<file path="config.mk">
export PLATFORM = sky130hd
export DESIGN_NAME = shift_sched_ctrl_flat
export DESIGN_NICKNAME = d
export VERILOG_FILES = /design/src/rtl/shift_sched_ctrl_if.sv /design/src/rtl/shift_sched_ctrl.sv /design/src/flat_wrapper.sv
export SDC_FILE = /design/constraint.sdc
export NUM_CORES = 1
export LEC_CHECK = 0
export CAP_MARGIN = 20
export CELL_PAD_IN_SITES_DETAIL_PLACEMENT = 1
export CELL_PAD_IN_SITES_GLOBAL_PLACEMENT = 1
export CORE_MARGIN = 5
export CORE_UTILIZATION = 33
export DETAILED_ROUTE_END_ITERATION = 8
export GPL_ROUTABILITY_DRIVEN = 0
export HOLD_SLACK_MARGIN = 0.06
export PLACE_DENSITY = 0.8
export SYNTH_ARGS = -nofsm -noshare
export SYNTH_HDL_FRONTEND = slang
export SYNTH_SLANG_ARGS = --single-unit
</file>
<file path="constraint.sdc">
create_clock -name clk -period 2.6 [get_ports clk]
set_input_delay 0.39 -clock clk [delete_from_list [all_inputs] [get_ports clk]]
set_output_delay 0.39 -clock clk [all_outputs]
set_load 0.02 [all_outputs]
</file>
<file path="src/rtl/shift_sched_ctrl_if.sv">
// Job, word-load, word-store and hash-core signals of the job-sequencing
// controller, bundled so the controller and its environment share one bus.
interface shift_sched_ctrl_if #(
   parameter int NONCE_W = 32
);
   // job control
   logic               job_start;
   logic               abort;
   logic [NONCE_W-1:0] nonce_base;

   // upstream word stream
   logic               word_valid;
   logic [31:0]        word_data;
   logic               word_ready;

   // word-store write port
   logic               wr_en;
   logic [4:0]         wr_addr;
   logic [31:0]        wr_data;

   // hash-core request/response
   logic               hash_start;
   logic [NONCE_W-1:0] hash_nonce;
   logic               hash_done;
   logic               hash_hit;

   // status
   logic               found;
   logic [NONCE_W-1:0] found_nonce;
   logic               exhausted;
   logic               busy;
   logic [2:0]         ctrl_state;

   // environment side: issues jobs, supplies words, returns hash results
   modport master (
      output job_start, abort, nonce_base,
      output word_valid, word_data,
      output hash_done, hash_hit,
      input  word_ready,
      input  wr_en, wr_addr, wr_data,
      input  hash_start, hash_nonce,
      input  found, found_nonce, exhausted, busy, ctrl_state
   );

   // controller side
   modport slave (
      input  job_start, abort, nonce_base,
      input  word_valid, word_data,
      input  hash_done, hash_hit,
      output word_ready,
      output wr_en, wr_addr, wr_data,
      output hash_start, hash_nonce,
      output found, found_nonce, exhausted, busy, ctrl_state
   );
endinterface

</file>
<file path="src/rtl/shift_sched_ctrl.sv">
// Job-sequencing controller: loads midstate and remaining-header words into
// the word store, then sweeps nonces through the hash core one request at a
// time until a hit or until the nonce space is exhausted.
module shift_sched_ctrl #(
   parameter int MID_WORDS = 8,
   parameter int REM_WORDS = 16,
   parameter int NONCE_W   = 32
) (
   input logic               clk,
   input logic               rst,
   shift_sched_ctrl_if.slave bus
);

   typedef enum logic [2:0] {
      IDLE      = 3'b000,
      LOAD_MID  = 3'b001,
      LOAD_REM  = 3'b010,
      HASH      = 3'b011,
      WAIT      = 3'b100,
      FOUND     = 3'b101,
      EXHAUSTED = 3'b110
   } state_t;

   localparam logic [4:0] LAST_MID = 5'(MID_WORDS - 1);
   localparam logic [4:0] LAST_REM = 5'(MID_WORDS + REM_WORDS - 1);

   state_t             state;
   state_t             state_nxt;

   logic [4:0]         widx;
   logic [NONCE_W-1:0] nonce;
   logic               found_q;
   logic [NONCE_W-1:0] found_nonce_q;
   logic               exhausted_q;
   logic               wr_en_q;
   logic [4:0]         wr_addr_q;
   logic [31:0]        wr_data_q;

   logic               loading;
   logic               beat;
   logic               start_job;
   logic               nonce_inc;
   logic               hit_latch;
   logic               exh_set;
   logic               hash_start_c;
   logic               busy_c;

   assign loading = (state == LOAD_MID) || (state == LOAD_REM);
   assign beat    = bus.word_valid && loading;

   // State register
   always_ff @(posedge clk) begin
      if (rst) begin
         state <= IDLE;
      end else begin
         state <= state_nxt;
      end
   end

   // Next-state decode and per-state control strobes; abort overrides all
   always_comb begin
      state_nxt    = state;
      start_job    = 1'b0;
      nonce_inc    = 1'b0;
      hit_latch    = 1'b0;
      exh_set      = 1'b0;
      hash_start_c = 1'b0;
      busy_c       = 1'b0;

      case (state)
         IDLE: begin
            if (bus.job_start) begin
               state_nxt = LOAD_MID;
               start_job = 1'b1;
            end
         end
         LOAD_MID: begin
            busy_c = 1'b1;
            if (beat && (widx == LAST_MID)) begin
               state_nxt = LOAD_REM;
            end
         end
         LOAD_REM: begin
            busy_c = 1'b1;
            if (beat && (widx == LAST_REM)) begin
               state_nxt = HASH;
            end
         end
         HASH: begin
            busy_c       = 1'b1;
            hash_start_c = 1'b1;
            state_nxt    = WAIT;
         end
         WAIT: begin
            busy_c = 1'b1;
            if (bus.hash_done) begin
               if (bus.hash_hit) begin
                  state_nxt = FOUND;
                  hit_latch = 1'b1;
               end else if (&nonce) begin
                  state_nxt = EXHAUSTED;
                  exh_set   = 1'b1;
               end else begin
                  state_nxt = HASH;
                  nonce_inc = 1'b1;
               end
            end
         end
         FOUND, EXHAUSTED: begin
            if (bus.job_start) begin
               state_nxt = LOAD_MID;
               start_job = 1'b1;
            end
         end
         default: begin
            state_nxt = IDLE;
         end
      endcase

      if (bus.abort) begin
         state_nxt = IDLE;
         start_job = 1'b0;
         nonce_inc = 1'b0;
         hit_latch = 1'b0;
         exh_set   = 1'b0;
      end
   end

   // Word counter and registered word-store write port; a beat coinciding
   // with abort still advances widx, which is harmless because widx is
   // cleared on the next job entry.
   always_ff @(posedge clk) begin
      if (rst) begin
         widx      <= '0;
         wr_en_q   <= 1'b0;
         wr_addr_q <= '0;
         wr_data_q <= '0;
      end else begin
         wr_en_q <= beat && !bus.abort;
         if (beat && !bus.abort) begin
            wr_addr_q <= widx;
            wr_data_q <= bus.word_data;
         end
         if (start_job) begin
            widx <= '0;
         end else if (beat) begin
            widx <= widx + 5'd1;
         end
      end
   end

   // Nonce sweep register and result status flags
   always_ff @(posedge clk) begin
      if (rst) begin
         nonce         <= '0;
         found_q       <= 1'b0;
         found_nonce_q <= '0;
         exhausted_q   <= 1'b0;
      end else begin
         if (start_job) begin
            nonce         <= bus.nonce_base;
            found_q       <= 1'b0;
            found_nonce_q <= '0;
            exhausted_q   <= 1'b0;
         end
         if (nonce_inc) begin
            nonce <= nonce + NONCE_W'(1);
         end
         if (hit_latch) begin
            found_q       <= 1'b1;
            found_nonce_q <= nonce;
         end
         if (exh_set) begin
            exhausted_q <= 1'b1;
         end
         if (bus.abort) begin
            found_q       <= 1'b0;
            found_nonce_q <= '0;
            exhausted_q   <= 1'b0;
         end
      end
   end

   assign bus.word_ready  = loading;
   assign bus.wr_en       = wr_en_q;
   assign bus.wr_addr     = wr_addr_q;
   assign bus.wr_data     = wr_data_q;
   assign bus.hash_start  = hash_start_c;
   assign bus.hash_nonce  = nonce;
   assign bus.found       = found_q;
   assign bus.found_nonce = found_nonce_q;
   assign bus.exhausted   = exhausted_q;
   assign bus.busy        = busy_c;
   assign bus.ctrl_state  = state;

endmodule

</file>
<file path="src/flat_wrapper.sv">
// flat-port wrapper written by rule: the top's interface ports become plain ports
module shift_sched_ctrl_flat 
#(
   parameter int MID_WORDS = 8,
   parameter int REM_WORDS = 16,
   parameter int NONCE_W   = 32
)
  (clk, rst, bus_job_start, bus_abort, bus_nonce_base, bus_word_valid, bus_word_data, bus_hash_done, bus_hash_hit, bus_word_ready, bus_wr_en, bus_wr_addr, bus_wr_data, bus_hash_start, bus_hash_nonce, bus_found, bus_found_nonce, bus_exhausted, bus_busy, bus_ctrl_state);
  shift_sched_ctrl_if #(.NONCE_W(NONCE_W)) bus_i ();
  input logic clk;
  input logic rst;
  input wire logic [$bits(bus_i.job_start)-1:0] bus_job_start;
  input wire logic [$bits(bus_i.abort)-1:0] bus_abort;
  input wire logic [$bits(bus_i.nonce_base)-1:0] bus_nonce_base;
  input wire logic [$bits(bus_i.word_valid)-1:0] bus_word_valid;
  input wire logic [$bits(bus_i.word_data)-1:0] bus_word_data;
  input wire logic [$bits(bus_i.hash_done)-1:0] bus_hash_done;
  input wire logic [$bits(bus_i.hash_hit)-1:0] bus_hash_hit;
  output wire logic [$bits(bus_i.word_ready)-1:0] bus_word_ready;
  output wire logic [$bits(bus_i.wr_en)-1:0] bus_wr_en;
  output wire logic [$bits(bus_i.wr_addr)-1:0] bus_wr_addr;
  output wire logic [$bits(bus_i.wr_data)-1:0] bus_wr_data;
  output wire logic [$bits(bus_i.hash_start)-1:0] bus_hash_start;
  output wire logic [$bits(bus_i.hash_nonce)-1:0] bus_hash_nonce;
  output wire logic [$bits(bus_i.found)-1:0] bus_found;
  output wire logic [$bits(bus_i.found_nonce)-1:0] bus_found_nonce;
  output wire logic [$bits(bus_i.exhausted)-1:0] bus_exhausted;
  output wire logic [$bits(bus_i.busy)-1:0] bus_busy;
  output wire logic [$bits(bus_i.ctrl_state)-1:0] bus_ctrl_state;
  assign bus_i.job_start = bus_job_start;
  assign bus_i.abort = bus_abort;
  assign bus_i.nonce_base = bus_nonce_base;
  assign bus_i.word_valid = bus_word_valid;
  assign bus_i.word_data = bus_word_data;
  assign bus_i.hash_done = bus_hash_done;
  assign bus_i.hash_hit = bus_hash_hit;
  assign bus_word_ready = bus_i.word_ready;
  assign bus_wr_en = bus_i.wr_en;
  assign bus_wr_addr = bus_i.wr_addr;
  assign bus_wr_data = bus_i.wr_data;
  assign bus_hash_start = bus_i.hash_start;
  assign bus_hash_nonce = bus_i.hash_nonce;
  assign bus_found = bus_i.found;
  assign bus_found_nonce = bus_i.found_nonce;
  assign bus_exhausted = bus_i.exhausted;
  assign bus_busy = bus_i.busy;
  assign bus_ctrl_state = bus_i.ctrl_state;
  shift_sched_ctrl #(.MID_WORDS(MID_WORDS), .REM_WORDS(REM_WORDS), .NONCE_W(NONCE_W)) u_core (.clk(clk), .rst(rst), .bus(bus_i));
endmodule
</file>
Yosys cells after proc, flatten, opt, wreduce, memory -nomap -nowiden:

Cells that the tools add are included.

* register bits after elaboration: 112
* output and inout bits: 110
* logic and storage cells: 72

* equality and inequality tests: 12
* muxes and demuxes: 33
* reduce and logical (&&, ||, !) cells: 16
* $add $sub $neg: 2

Operator list (number)
* $mux 32: 4
* $add 32x1->32 const B: 1
* $reduce_and 32->1: 1
* $mux 1: 22
* $mux 3: 6
* $pmux 3 s5: 1
* $eq 3x3->1 const B: 3
* $eq 3x2->1 const B: 2
* $ne 2x2->1 const B: 3
* $reduce_bool 2->1: 3
* $add 5x1->5 const B: 1
* $eq 5x3->1 const B: 1
* $eq 5x5->1 const B: 1
* $logic_and 1x1->1: 4
* $reduce_and 4->1: 1
* $reduce_or 2->1: 2
* $reduce_or 4->1: 1
* $eq 3x1->1 const B: 1
* $logic_not 3->1: 1
* $reduce_or 3->1: 1
* $ne 2x1->1 const B: 1
* $logic_not 1->1: 1
* $logic_or 1x1->1: 1

Logic depth before layout (Yosys ltp):

Gate-level depths: netlist of the first run.

* word-level depth: 7
* gate-level depth with buffers: 9
* depth with buffers taken out: 6

Worst setup path after synthesis of the first run:

OpenSTA, ideal clock, no wires.

* kind: register to register
* start: reg u_core.nonce[0] (netlist: u_core.bus.hash_nonce[0])
* end: reg u_core.nonce[27] (netlist: u_core.bus.hash_nonce[27])
* path slack: 0.312 ns
* data arrival time: 2.166 ns
* cell stages (with the launch flop): 9
* library setup time: 0.122 ns
* clock period less this slack: 2.288 ns
* required time: 2.478 ns
* cells stage by stage: dfxtp_1 ha_1 nand3_2 nor4_4 and3_4 buf_6 buf_6 a211oi_1 a311o_1

* word-level cells in the longest chain between the ends: 7
* elaborated cells on any way between the ends: 9
* those cells by class: add/sub: 1; mux: 6; reduce/logical: 2

Ends and longest elaborated chain
* start, declared: RTL line shift_sched_ctrl.sv:31 `logic [NONCE_W-1:0] nonce;`
* start signal, assigned: RTL line shift_sched_ctrl.sv:161 `nonce <= bus.nonce_base;`
* start signal, assigned: RTL line shift_sched_ctrl.sv:167 `nonce <= nonce + NONCE_W'(1);`
* parallel branches: the longest is 7 deep, another holds $add 32x1->32

Several ways; the timed one is not identified.
A chain may end at the register's enable or synchronous reset.

Worst setup path in the final report of the first run:

* start: reg u_core.state[1] (netlist: u_core.bus.ctrl_state[1])
* end: out bus_word_ready

* word-level cells in the longest chain between the ends: 2
* elaborated cells on any way between the ends: 3
* those cells by class: eq/ne: 2; reduce/logical: 1

Ends and longest elaborated chain
* start, declared: RTL line shift_sched_ctrl.sv:27 `state_t state;`
* start signal, assigned: RTL line shift_sched_ctrl.sv:56 `state <= state_nxt;`
* $eq 3x1->1 or $eq 3x2->1 (tied branches): RTL line shift_sched_ctrl.sv:48 `assign loading = (state == LOAD_MID) || (state == LOAD_REM);`
* $logic_or 1x1->1 (*): RTL line shift_sched_ctrl.sv:48
* end, declared: RTL line flat_wrapper.sv:19 `output wire logic [$bits(bus_i.word_ready)-1:0] bus_word_ready;`

Every way passes the cells marked *; elsewhere a longest branch is shown, timed or not.

==> results of run 1 <==
==> state kept, by name, summed over array words and instances (netlist names) <==
| signal | count |
|---|---|
| u_core.bus.found_nonce | 32 |
| u_core.bus.hash_nonce | 32 |
| u_core.bus.wr_data | 32 |
| u_core.bus.wr_addr | 5 |
| u_core.widx | 5 |
| u_core.bus.ctrl_state | 3 |
| u_core.bus.exhausted | 1 |
| u_core.bus.found | 1 |
| u_core.bus.wr_en | 1 |
==> tightest hold or removal path: cells and delay by family (launching register included) <==
kind	cells	cell delay (ns)
and+or+nand+nor	1	0.05
DFF	1	0.31
AOI/OAI and AO/OA	1	0.05
==> placed cells by master, fill, tap and decap left out, drive strengths merged, types with 3 or more instances in the layout <==
cell type      instances
clkdlybuf4s50        179
nand2                150
dfxtp                112
a21oi                 78
nand3                 49
buf                   45
nor2                  27
a31oi                 17
nor3                  17
nand4                 13
clkbuf                11
or4                   10
o311ai                10
and4                   8
o21ai                  8
and2                   7
o211ai                 7
inv                    7
nor4                   7
and3                   6
nand2b                 5
nor3b                  5
nand3b                 4
o311a                  4
xnor2                  4
nor2b                  4
or3                    4
clkinv                 4
xor2                   3
nand4b                 3
or2                    3
a32oi                  3
o41ai                  3
a2111oi                3
==> cell families (layout without fill, tap and decap cells) <==
logic type      count (synthesis)  after routing  share of synthesized area (%)
buf+inv                        61            246                           5.15
mux                             3              3                          0.591
simple gates                  325            325                           30.8
compound gates                159            159                           19.5
xor+xnor                        7              7                           1.16
fa+ha+maj                       2              2                          0.473
flops                         112            112                           42.4
==> cell type report <==
type                    count  area (um2)  share of cell area [%]
flip-flops and latches    112        2240                    28.7
multi-input cells         496        2830                    36.2
inverters                   6        22.5                   0.289
repair buffers            224        2180                    27.9
clock buffers              11         233                    2.98
clock inverters             5        32.5                   0.417
well taps                 216         270                    3.46
==> power by group through the flow <==
stage | logic, mW | registers [mW] | clock network (mW)
detailed placement | 0.460 | 1.83 | 0
finish | 0.462 | 1.79 | 1.31
floorplan | 0.141 | 1.86 | 0
global placement | 0.449 | 1.82 | 0
global route | 0.492 | 1.79 | 1.42
CTS | 0.464 | 1.79 | 1.35
==> worst paths after layout <==
check / startpoint / end / slack, ns / depth (start not counted)
min reg2reg: u_core.bus.wr_addr[2]$_SDFFE_PP0P_ / u_core.bus.wr_addr[2]$_SDFFE_PP0P_ / 0.45 / 2
max reg2reg: u_core.bus.hash_nonce[1]$_SDFFE_PP0P_ / u_core.bus.hash_nonce[12]$_SDFFE_PP0P_ / 0.23 / 7
min: u_core.bus.wr_addr[2]$_SDFFE_PP0P_ / u_core.bus.wr_addr[2]$_SDFFE_PP0P_ / 0.45 / 2
max: u_core.bus.ctrl_state[1]$_SDFFE_PP0P_ / bus_word_ready / 0.20 / 3
==> metrics by stage <==
stage / std cells / cell area, um2 / hold slack [ns] / power, mW
after floorplan: 669 / 5290 / 0.461 / 2.01
after global placement: 1054 / 7530 / 0.442 / 2.27
after detailed placement: 1054 / 7530 / 0.446 / 2.29
after CTS: 1070 / 7790 / 0.456 / 3.60
after global routing: 1070 / 7800 / 0.479 / 3.70
final: 1070 / 7800 / 0.454 / 3.56
==> metal layers <==
layer / share of wire (%) / vias to the layer above / track usage, %
li1: - / 2772 / -
met1: 41 / 2875 / 24.5
met2: 51 / 169 / 39.0
met3: 6.2 / 29 / 4.78
met4: 1.9 / 2 / 7.11
met5: 0.064 / - / 0
==> out/metrics.yaml, run 1 <==
logic_synthesis:
  yosysTopAreaCell: "dfxtp_1"
  synth_flop_cell: "dfxtp_1"
  synth_seq_cells: 112
  synthTopCellsByArea: "dfxtp_1 42%, nand2_1 11%, a21oi_1 7.4%"
  avgSynthCellArea_um2: 7.91
  syn_area_um2: 5290
  yosys_warnings: 0
  synth_cells: 669
  ys_async_sr_fraction_pct: 0
  syn-num-nets: 742
  synth-edff-count: 0
  synth_top_area_share_pct: 42.4
  ys_seq_area_share_pct: 42.4
  synth_cell_types: 69
  ys_top_cells_by_count: "150 x nand2_1, 112 x dfxtp_1, 78 x a21oi_1"
  yosysMostFrequentCell: "nand2_1"
worst_setup_path:
  critical_path_class: "flip-flop to output port"
  slowest_delay_ns: 0.65
  worstPathRequired_ns: 2.21
  path_cells: "xnor2_2, nor2_1, clkdlybuf4s50_1"
  cp-end-kind: "output port"
  cp_slowest_cell: "dfxtp_1"
  cp.arrival_ns: 2.01
  cp_top_family: "flip-flops"
  cp-start-kind: "flip-flop"
  crit_buf_inv: 1
  path_max_fanout: 15
placement:
  port_buffers: 180
  dp_slack_ns: 0.0948
  dp_hpwl_um: 14700
routing:
  viasPerCell: 5.46
  wirelength_um: 20200
  wl_per_cell_um: 18.9
  drtPass1Iterations: 5
  ant_nets: 0
  vias: 5847
  drt_iter0_drc: 311
  drc: 0
sta:
  finalSetupViolCount: 0
  timing.final.hold_violations: 0
  finClkSkew_ns: 0.00973
  fin_setup_tns_ns: 0
  fmaxAchievable_mhz: 417
  final_max_slew_viol_count: 0
  slew_headroom_pct: 55.8
  fin_crit_sh_pct: 92.1
  worst_pin_slew_ns: 0.662
  worst_slack_ns: 0.204
  fin_crit_ns: 2.40
  rsz0062_at_grt: "false"
pwr:
  pwr-share-clk_pct: 36.9
  power_frac_seq_pct: 50.2
  swShare_pct: 25.9
  p_sw_mw: 0.923
  p_leak_nw: 2.51
  power.density_nw_per_um2: 456
  peakVddDrop_v: 0.000295
  combPwrFrac_pct: 13.0
  internal-power_mw: 2.64
grt:
  grt_use_total_pct: 21.4
  grt-ovfl-total: 0
  grt_pass1_wl_um: 32000
  grt_pass1_vias: 6195
  antenna_found_initial: 1
  grt_max_degree: 66
floorplan:
  start_util_pct: 33.4
  core_region_area_um2: 15800
  die_y_um: 137
  die_w_um: 137
  num_rows: 46
  die_area_um2: 18700
  io_pins: 181
clocking:
  cts_max_level: 3
  cts.reportedPaths.clkPinSlew_ns: 0.07
  clk_path_buf_depth: 2
  numClockSinks: 112
  cts_resized: 0
  cts_tree: "built"
  cts_buffers: 9
  post_cts_buffers: 0
  root_buffer: "clkbuf_16"
  worstSkewPairLatency_ns: 0.35
  hold_buffers: 0
cells_and_area:
  nets: 922
  drive_gt1_share_pct: 9.48
  post-route-util_pct: 49.3
  nFillCells: 1882
  syn_to_final_growth_pct: 47.4
  antennaDiodeCount: 0
job:
  cap_viol_max_count: 0
status:
  status: "finished, final reports clean"
min_path:
  hold_class: "flip-flop to flip-flop"
(Power assumes the default switching activity.)
==> run 2: changes to the inputs <==
--- a/config.mk
+++ b/config.mk
@@ -10,8 +10,10 @@
 export CELL_PAD_IN_SITES_GLOBAL_PLACEMENT = 1
 export CORE_MARGIN = 5
 export CORE_UTILIZATION = 33
+export CTS_CLUSTER_SIZE = 24
 export DETAILED_ROUTE_END_ITERATION = 8
 export GPL_ROUTABILITY_DRIVEN = 0
+export GPL_TIMING_DRIVEN = 0
 export HOLD_SLACK_MARGIN = 0.06
 export PLACE_DENSITY = 0.8
 export SYNTH_ARGS = -nofsm -noshare
==> run 2 against run 1 <==
  * Global-route usage up 1.7 points
  * Power up 5.8%
  * Sequential share of layout area up 0.31 points
  * Final cell count up 1.1%
  * First-iteration DRC count up 16%
  * Wire length up 8.6%
  * Sequential power about the same
  * Via count up 2.3%
  * Clock skew up 0.0014 ns
  * Die area unchanged
  * Maximum frequency down 4.6%
  * Non-clock buffer count up 13
  * Largest power group unchanged
==> out/metrics.yaml, run 2 (synthesis gave the netlist of run 1 again) <==
grt:
  grt_pass1_wl_um: 34100  # was 32000 um
  grt_max_degree: 19  # was 66
  grt_use_total_pct: 23.0  # was 21.4%
  antenna_found_initial: 1  # unchanged
  grt-ovfl-total: 0  # unchanged
  grt_pass1_vias: 6495  # was 6195
sta:
  worst_pin_slew_ns: 0.872  # was 0.662 ns
  final_max_slew_viol_count: 0  # unchanged
  finalSetupViolCount: 0  # unchanged
  finClkSkew_ns: 0.0111  # was 0.00973 ns
  fin_crit_sh_pct: 96.6  # was 92.1%
  fmaxAchievable_mhz: 398  # was 417 MHz
  timing.final.hold_violations: 0  # unchanged
  rsz0062_at_grt: "false"  # unchanged
  slew_headroom_pct: 41.3  # was 55.8%
  fin_crit_ns: 2.51  # was 2.40 ns
cells_and_area:
  nets: 935  # was 922
  antennaDiodeCount: 0  # unchanged
  mostFrequentLayoutCell: "clkdlybuf4s50_1"  # unchanged
  syn_to_final_growth_pct: 45.8  # was 47.4%
  post-route-util_pct: 48.8  # was 49.3%
  drive_gt1_share_pct: 6.81  # was 9.48%
  final_cell_mix: "180 x clkdlybuf4s50_1, 150 x nand2_1, 112 x dfxtp_1"  # was 179 x clkdlybuf4s50_1, 150 x nand2_1, 112 x dfxtp_1
  stdcell_count: 1082  # was 1070
worst_setup_path:
  reg2reg_depth: 9  # was 7
  cp.arrival_ns: 2.80  # was 2.01 ns
  worstPathRequired_ns: 2.89  # was 2.21 ns
  path_max_fanout: 10  # was 15
  cp-end-kind: "flip-flop"  # was output port
  critical_path_class: "input port to flip-flop"  # was flip-flop to output port
  cp-start-kind: "input port"  # was flip-flop
clocking:
  hold_buffers: 0  # unchanged
  root_buffer: "clkbuf_16"  # unchanged
  cts_buffers: 9  # unchanged
  numClockSinks: 112  # unchanged
  worstSkewPairLatency_ns: 0.36  # was 0.35 ns
  cts_max_level: 3  # unchanged
  cts_tree: "built"  # unchanged
  clk_path_buf_depth: 2  # unchanged
  cts.reportedPaths.clkPinSlew_ns: 0.08  # was 0.07 ns
status:
  status: "finished, final reports clean"  # unchanged
floorplan:
  start_util_pct: 33.4  # unchanged
  core_region_area_um2: 15800  # unchanged
  num_rows: 46  # unchanged
  die_y_um: 137  # unchanged
  io_pins: 181  # unchanged
  die_w_um: 137  # unchanged
  die_area_um2: 18700  # unchanged
routing:
  ant_nets: 0  # unchanged
  viasPerCell: 5.53  # was 5.46
  drtPass1Iterations: 5  # unchanged
  wirelength_um: 21900  # was 20200 um
  vias: 5980  # was 5847
  wl_per_cell_um: 20.3  # was 18.9 um
  drc: 0  # unchanged
  drt_iter0_drc: 362  # was 311
placement:
  dp_hpwl_um: 16200  # was 14700 um
  place_inst: 1065  # was 1054
  port_buffers: 180  # unchanged
min_path:
  hold_class: "flip-flop to flip-flop"  # unchanged
  holdPathStages: 2  # unchanged
job:
  cap_viol_max_count: 0  # unchanged
pwr:
  power.density_nw_per_um2: 488  # was 456 nW/um2
  peakVddDrop_v: 0.000312  # was 0.000295 V
  p_leak_nw: 2.44  # was 2.51 nW
==> run 2: cell types whose count changed in the layout (fill, tap and decap cells not counted), moves of 2 or more <==
cell and change:
buf_4 -38, bufinv_16 +2, clkbuf_1 +29, buf_6 +4
clkinv_2 -3, buf_12 -4, buf_2 +9, clkbuf_2 +8
==> run 2: final cells by class <==
class,instances,area (um2)
well taps,216,270
fillers,1906,8110
multi-input cells,496,2790
clock buffers,9,225
repair buffers,182,1820
plain buffers,55,263
clock inverters,6,93.8
flip-flops and latches,112,2240
inverters,6,22.5
==> run 2: worst paths after layout <==
kind,start,endpoint,slack (ns)
worst min-delay path,u_core.bus.wr_data[7]$_SDFFE_PP0P_,u_core.bus.wr_data[7]$_SDFFE_PP0P_,0.45
worst max-delay path,bus_hash_hit,u_core.bus.hash_nonce[14]$_SDFFE_PP0P_,0.09
worst max register to register,u_core.bus.hash_nonce[0]$_SDFFE_PP0P_,u_core.bus.hash_nonce[27]$_SDFFE_PP0P_,0.11
worst min register to register,u_core.bus.wr_data[7]$_SDFFE_PP0P_,u_core.bus.wr_data[7]$_SDFFE_PP0P_,0.45
==> run 2: timing repair <==
action	CTS	global route
hold endpoints to repair	0	0
gates resized for setup	7	4
setup buffers	0	2
endpoints found under the setup margin	38	19
pin swaps	1	1
==> run 2: stage by stage <==
step	hold WS [ns]	TNS, ns	area [um2]	worst slack, ns	power, mW
after CTS	0.457	0	7700	0.0125	3.80
after global routing	0.475	0	7720	0.00612	3.89
after detailed placement	0.446	-29.45	7370	-0.770	2.27
after global placement	0.442	-25.25	7370	-0.730	2.25
final	0.455	0	7720	0.0882	3.77
after floorplan	0.461	0	5290	0.312	2.01
==> run 2: power by group <==
part	internal, mW	switching, mW
clock	0.848	0.690
sequential	1.75	0.0557
combinational	0.213	0.215
==> run 2: metal layers <==
| layer | vias to the layer above | share of wire, % | global-route usage (%) | wire length (um) |
|---|---|---|---|---|
| li1 | 2802 | - | - | - |
| met1 | 2888 | 42 | 27.0 | 9130 |
| met2 | 242 | 49 | 40.8 | 10700 |
| met3 | 46 | 7.4 | 5.63 | 1610 |
| met4 | 2 | 2.1 | 8.17 | 467 |
| met5 | - | 0.059 | 0 | 13 |
==> run 2: worst max-delay path, stage by stage <==
cell and delay, ns:
clkdlybuf4s50_1 0.47, or3_4 0.37, nor3_2 0.55, buf_2 0.37, buf_2 0.31, nand4b_1 0.13, a31oi_1 0.20
